$ cat src/rtl/norm_scaler_lanes.sv
`default_nettype none
// ==========================================================================
// norm_scaler_lanes - per-frame reciprocal pixel scaler, LANES px/beat, FWFT out
// Optional macro NORM_ROUND_EN: round half up instead of truncate.  Rev 1.0
// ==========================================================================
module norm_scaler_lanes #(
    parameter int PIX_W        = 8,
    parameter int OUT_W        = 8,
    parameter int LANES        = 1,
    parameter int COEF_FRAC    = 24,
    parameter int FRAME_PIXELS = 100,
    parameter int FIFO_DEPTH   = 16
) (
    input  logic                   clk,
    input  logic                   srst,
    input  logic                   ap_start,
    input  logic                   cf_ap_done,
    output logic                   ap_ready,
    output logic                   ap_done,
    input  logic [PIX_W-1:0]       norm_denominator,
    output logic                   err_div0,
    input  logic                   s_axis_tvalid,
    output logic                   s_axis_tready,
    input  logic [LANES*PIX_W-1:0] s_axis_tdata,
    output logic                   m_axis_tvalid,
    input  logic                   m_axis_tready,
    output logic [LANES*OUT_W-1:0] m_axis_tdata,
    output logic                   m_axis_tlast
);
    localparam int QW    = OUT_W + COEF_FRAC;
    localparam int PW    = PIX_W + QW;
    localparam int DW    = LANES * OUT_W;
    localparam int BEATS = FRAME_PIXELS / LANES;
    localparam int BW    = (BEATS > 1) ? $clog2(BEATS) : 1;
    localparam int AW    = $clog2(FIFO_DEPTH);
    localparam int CW    = AW + 2;
    localparam int DCW   = (QW > 1) ? $clog2(QW) : 1;
    localparam logic [BW-1:0]  LAST_BEAT  = BW'(BEATS - 1);
    localparam logic [DCW-1:0] DIV_TOP    = DCW'(QW - 1);
    localparam logic [DCW-1:0] FRAC_IDX   = DCW'(COEF_FRAC);
    localparam logic [CW-1:0]  CREDIT_MAX = CW'(FIFO_DEPTH - 3);
    localparam logic [PW:0]    SAT_VAL    = (PW+1)'((1 << OUT_W) - 1);
`ifdef NORM_ROUND_EN
    localparam logic [PW:0]    RND_HALF   = (PW+1)'(1) << (COEF_FRAC - 1);
`endif

    typedef enum logic [2:0] {
        IDLE    = 3'd0,
        CALC    = 3'd1,
        WAIT_UP = 3'd2,
        RUN     = 3'd3,
        DRAIN   = 3'd4
    } state_t;

    state_t           state, state_nxt;
    logic [PIX_W-1:0] denom;
    logic [PIX_W:0]   rem, rem_sh, rem_nxt;
    logic [QW-1:0]    coef;
    logic [DCW-1:0]   div_cnt;
    logic             div_q;
    logic             up_done;
    logic [BW-1:0]    beat;
    logic             in_fire, out_fire;
    logic             s1_valid, s1_last, s2_valid, s2_last;
    logic [PW-1:0]    s1_prod [LANES];
    logic [PW:0]      shr;
    logic [DW-1:0]    s2_nxt, s2_data;
    logic [DW:0]      mem [FIFO_DEPTH];
    logic [AW-1:0]    wr_ptr, rd_ptr;
    logic [CW-1:0]    count;

    assign in_fire       = s_axis_tvalid && s_axis_tready;
    assign out_fire      = m_axis_tvalid && m_axis_tready;
    assign s_axis_tready = (state == RUN) &&
                           ((count + CW'(s1_valid) + CW'(s2_valid)) <= CREDIT_MAX);
    assign m_axis_tvalid = (count != '0);
    assign {m_axis_tlast, m_axis_tdata} = m_axis_tvalid ? mem[rd_ptr] : '0;

    // Restoring division of the constant (2^OUT_W-1)<<COEF_FRAC, MSB first.
    always_comb begin
        rem_sh  = (rem << 1) | (PIX_W+1)'(div_cnt >= FRAC_IDX);
        div_q   = (rem_sh >= {1'b0, denom});
        rem_nxt = div_q ? (rem_sh - {1'b0, denom}) : rem_sh;
    end

    always_comb begin
        state_nxt = state;
        ap_ready  = 1'b0;
        ap_done   = 1'b0;
        case (state)
            IDLE: begin
                ap_ready = 1'b1;
                if (ap_start) state_nxt = CALC;
            end
            CALC:    if (denom == '0 || div_cnt == '0) state_nxt = WAIT_UP;
            WAIT_UP: if (up_done) state_nxt = RUN;
            RUN:     if (in_fire && beat == LAST_BEAT) state_nxt = DRAIN;
            DRAIN: begin
                if (out_fire && m_axis_tlast) begin
                    ap_done   = 1'b1;
                    state_nxt = IDLE;
                end
            end
            default: state_nxt = IDLE;
        endcase
    end

    always_ff @(posedge clk) begin
        if (srst) begin
            state    <= IDLE;
            denom    <= '0;
            rem      <= '0;
            coef     <= '0;
            div_cnt  <= '0;
            err_div0 <= 1'b0;
            up_done  <= 1'b0;
            beat     <= '0;
        end else begin
            state <= state_nxt;
            if (state != IDLE && cf_ap_done) up_done <= 1'b1;
            case (state)
                IDLE: begin
                    if (ap_start) begin
                        denom    <= norm_denominator;
                        err_div0 <= 1'b0;
                        up_done  <= 1'b0;
                        rem      <= '0;
                        coef     <= '0;
                        div_cnt  <= DIV_TOP;
                    end
                end
                CALC: begin
                    if (denom == '0) begin
                        coef     <= '1;
                        err_div0 <= 1'b1;
                    end else begin
                        rem     <= rem_nxt;
                        coef    <= {coef[QW-2:0], div_q};
                        div_cnt <= div_cnt - 1'b1;
                    end
                end
                default: ;
            endcase
            if (in_fire) beat <= (beat == LAST_BEAT) ? '0 : beat + 1'b1;
        end
    end

    always_comb begin
        s2_nxt = '0;
        shr    = '0;
        for (int l = 0; l < LANES; l++) begin
`ifdef NORM_ROUND_EN
            shr = ({1'b0, s1_prod[l]} + RND_HALF) >> COEF_FRAC;
`else
            shr = {1'b0, s1_prod[l]} >> COEF_FRAC;
`endif
            s2_nxt[l*OUT_W +: OUT_W] = (shr > SAT_VAL) ? SAT_VAL[OUT_W-1:0] : shr[OUT_W-1:0];
        end
    end

    always_ff @(posedge clk) begin
        if (srst) begin
            s1_valid <= 1'b0;
            s1_last  <= 1'b0;
            s2_valid <= 1'b0;
            s2_last  <= 1'b0;
        end else begin
            s1_valid <= in_fire;
            s1_last  <= in_fire && (beat == LAST_BEAT);
            s2_valid <= s1_valid;
            s2_last  <= s1_last;
        end
    end

    always_ff @(posedge clk) begin
        if (in_fire) begin
            for (int l = 0; l < LANES; l++)
                s1_prod[l] <= PW'(s_axis_tdata[l*PIX_W +: PIX_W]) * PW'(coef);
        end
        if (s1_valid) s2_data <= s2_nxt;
        if (s2_valid) mem[wr_ptr] <= {s2_last, s2_data};
    end

    // The input credit check keeps count+inflight below depth, so no full flag is needed.
    always_ff @(posedge clk) begin
        if (srst) begin
            wr_ptr <= '0;
            rd_ptr <= '0;
            count  <= '0;
        end else begin
            if (s2_valid) wr_ptr <= wr_ptr + 1'b1;
            if (out_fire) rd_ptr <= rd_ptr + 1'b1;
            case ({s2_valid, out_fire})
                2'b10:   count <= count + 1'b1;
                2'b01:   count <= count - 1'b1;
                default: ;
            endcase
        end
    end
endmodule
`default_nettype wire

$ cat config.mk
export PLATFORM = sky130hd
export DESIGN_NAME = norm_scaler_lanes
export DESIGN_NICKNAME = d
export VERILOG_FILES = /design/src/rtl/norm_scaler_lanes.sv
export SDC_FILE = /design/constraint.sdc
export NUM_CORES = 1
export LEC_CHECK = 0
export BUFFER_PORTS_ARGS = -buffer_cell sky130_fd_sc_hd__buf_2
export CELL_PAD_IN_SITES_DETAIL_PLACEMENT = 0
export CELL_PAD_IN_SITES_GLOBAL_PLACEMENT = 1
export CORE_ASPECT_RATIO = 1.75
export CORE_MARGIN = 3
export CORE_UTILIZATION = 45
export CTS_CLUSTER_SIZE = 28
export DETAILED_ROUTE_END_ITERATION = 7
export PLACE_DENSITY_LB_ADDON = 0.05
export SLEW_MARGIN = 20
export SYNTH_ARGS = -nofsm -noshare
export SYNTH_HDL_FRONTEND = slang
export SYNTH_SLANG_ARGS = --single-unit
$ cat constraint.sdc
create_clock -name clk -period 6.8 [get_ports clk]
set_input_delay 1.36 -clock clk [delete_from_list [all_inputs] [get_ports clk]]
set_output_delay 1.36 -clock clk [all_outputs]
set_load 0.02 [all_outputs]
==> impl_metrics.py <==
metrics = {
    "status": {
        "status": "completed",
    },
    "global_routing": {
        "grt_usage": 0.208,
        "antenna_found_initial": 0,
        "grt_pass1_wl_mm": 69.1,
        "grt_pass1_vias": 12447,
        "grt_overflow": 0,
        "grt_max_degree": 76,
    },
    "min_path": {
        "min_from": "s1_last",
        "hold_path_class": "reg2reg",
        "hold_end": "s2_last",
        "hold_depth": 1,
    },
    "synth": {
        "async_reset_ff_frac": 0,
        "ys_warn_count": 0,
        "synth_cell_types": 70,
        "synth_area_per_cell_um2": 11.1,
        "synth.largest_area_cell": "edfxtp_1",
        "yosysSeqAreaShare": 0.375,
        "syn_nets": 1917,
        "synth_seq_cells": 255,
        "syn-instance-count": 1634,
        "synth_top_area_frac": 0.279,
        "ys_top_cells_by_count": "and2_1, inv_1, fa_1",
        "syn-cell-area_um2": 18100,
        "yosysMostFrequentCell": "and2_1",
        "synth-edff-count": 168,
        "ys_top_cells_by_area": "edfxtp_1, fa_1, dfxtp_1",
        "ys.flop_type": "edfxtp_1",
    },
    "floorplan": {
        "num_rows": 96,
        "io_pins": 36,
        "dieArea_um2": 42800,
        "fp.coreArea_um2": 39500,
        "initial_utilization": 0.458,
        "die_x_um": 158,
        "die_h_um": 271,
    },
    "clock_network": {
        "postCtsSetupRepairBufs": 0,
        "clock_latency_ps": 540,
        "cts-root-buf": "clkbuf_16",
        "cts-resized-gates": 0,
        "path_clk_slew_ps": 60,
        "postCtsHoldBufs": 0,
        "cts_buffer_depth": 3,
        "clkSinkCount": 255,
        "h-tree-depth": 1,
        "cts_made_buffers": 25,
        "tritoncts": "yes",
    },
    "timing": {
        "max_slew_margin": 0.423,
        "clock.fmax_ghz": 0.169,
        "setup_viol": 0,
        "grt_setup_unrepaired": "false",
        "final_hold_viol_count": 0,
        "timing.final.crit_share": 0.868,
        "worst_pin_slew_ps": 865,
        "period_needed_ps": 5900,
        "slew_viol_final": 0,
        "fin_skew_ps": 11.6,
        "tns_ps": 0,
    },
    "route": {
        "avgViaCountPerCell": 5.36,
        "drtAntennaViolNets": 0,
        "wl_mm": 43.6,
        "vias": 11600,
        "drt-initial-drc-count": 517,
        "wl_per_cell_um": 20.1,
        "drc": 0,
        "drtPass1Iterations": 5,
    },
    "pwr": {
        "leakagePower_nw": 8.34,
        "finalPower_mw": 4.55,
        "vdd_drop_max_uv": 186,
        "cellPowerDensity_nw_per_um2": 231,
    },
    "final_layout": {
        "area_delta_synth_final_pct": 8.93,
        "n_antenna_cell": 0,
        "layout.nets": 1938,
        "drive_above_1_share": 0.112,
    },
    "critical_path": {
        "worst-path-max-fanout": 14,
        "worst_setup_path_start_kind": "input port",
        "rr_endpoint": "s1_prod[0][37]",
        "crit_start": "s_axis_tdata[7]",
        "ff2ff_path_depth": 16,
        "reg2reg_slack_ps": 1480,
        "crit_required_ps": 7070,
        "arrival_ps": 6180,
        "end_kind": "flip-flop",
        "critPathKind": "in2reg",
        "r2r-start": "coef[10]",
    },
    "job": {
        "drv_cap": 0,
    },
    "place": {
        "globalplace.congestion": 0.871,
        "port_buffers": 35,
        "dpl.hpwl_mm": 34.4,
    },
}
-- sequential cells by signal (all words and copies together) (netlist names), 3 cells and up, named ones only --
name,count
mem,144
coef,32
s1_prod,16
denom,8
rem,8
s2_data,8
beat,7
count,6
div_cnt,5
rd_ptr,4
wr_ptr,4
state,3
-- placed cells by master (no fill, tap or decap), drive strengths merged, types with 8 or more instances in the layout --
| cell type | instances |
|---|---|
| edfxtp | 168 |
| xor2 | 21 |
| fa | 182 |
| or2 | 10 |
| xnor2 | 15 |
| and3 | 8 |
| o21ai | 72 |
| a21o | 20 |
| clkbuf | 31 |
| clkinv | 8 |
| inv | 185 |
| a21oi | 99 |
| nand4 | 14 |
| dfxtp | 87 |
| ha | 79 |
| nor2b | 16 |
| nand2 | 144 |
| a211oi | 10 |
| buf | 77 |
| nor2 | 53 |
| mux4 | 45 |
| and2 | 222 |
| nor3 | 12 |
| mux2i | 10 |
-- area by class of cell --
class / instances / area [µm²]
timing repair buffer: 77 / 515
clock inverter: 14 / 143
fill: 3614 / 19800
inverter: 183 / 687
tap: 490 / 613
sequential: 255 / 6790
clock buffer: 31 / 668
multi-input combinational: 1113 / 10300
-- layer usage --
layer / wire [µm] / GRT usage / vias to the layer above / part of all wire
met2: 25000 / 0.408 / 123 / 0.57
met1: 16200 / 0.226 / 5887 / 0.37
li1: - / - / 5516 / -
met3: 711 / 0.0164 / 74 / 0.016
met4: 1610 / 0.0761 / 0 / 0.037
met5: 0 / 0 / - / 0
-- worst max-delay path by stage --
stage               cells past startpoint  slack, ps             end
finish                                 18        900  s1_prod[0][37]
global route                           16        610  s1_prod[0][39]
CTS                                    18        870  s1_prod[0][37]
detailed placement                     19        310  s1_prod[0][37]
global placement                       18        320  s1_prod[0][37]
floorplan                              16       1010  s1_prod[0][32]
-- logic make-up (layout without fill, tap and decap cells) --
logic type | count (synthesis) | after routing | synth area share
and+or+nand+nor | 515 | 515 | 0.153
buffers and inverters | 266 | 305 | 0.0560
adders and majority gates | 261 | 261 | 0.256
DFF | 255 | 255 | 0.375
AOI/OAI and AO/OA | 246 | 246 | 0.0817
muxes | 55 | 55 | 0.0615
xor gates and xnor gates | 36 | 36 | 0.0174
-- power by group --
part	internal [mW]	leakage, nW	switching (mW)
Sequential	1.70	2.26	0.116
Clock	0.781	0.399	0.586
Combinational	0.550	5.68	0.815
Total	3.04	8.34	1.52
-- worst max-delay path, cell delays in order --
cell,delay (ps)
buf_2,180
buf_12,170
and2_1,170
fa_1,520
fa_1,530
fa_1,540
inv_1,50
fa_1,530
inv_1,40
ha_1,310
o21ai_0,200
a311oi_1,350
o2111ai_1,140
a31oi_1,300
o21ai_1,130
buf_4,160
o41ai_2,390
xnor2_1,100
-- per-stage QoR --
stage               instance area [µm²]  hold WS (ps)  utilization  setup WS, ps  cells
global placement                  18900           422        0.479           320   2118
floorplan                         18100           414            -          1010   1634
global route                      19700           446        0.499           606   2163
finish                            19700           434        0.499           897   2163
CTS                               19700           436        0.499           870   2163
detailed placement                18900           423        0.479           313   2118
(Power assumes the default switching activity.)
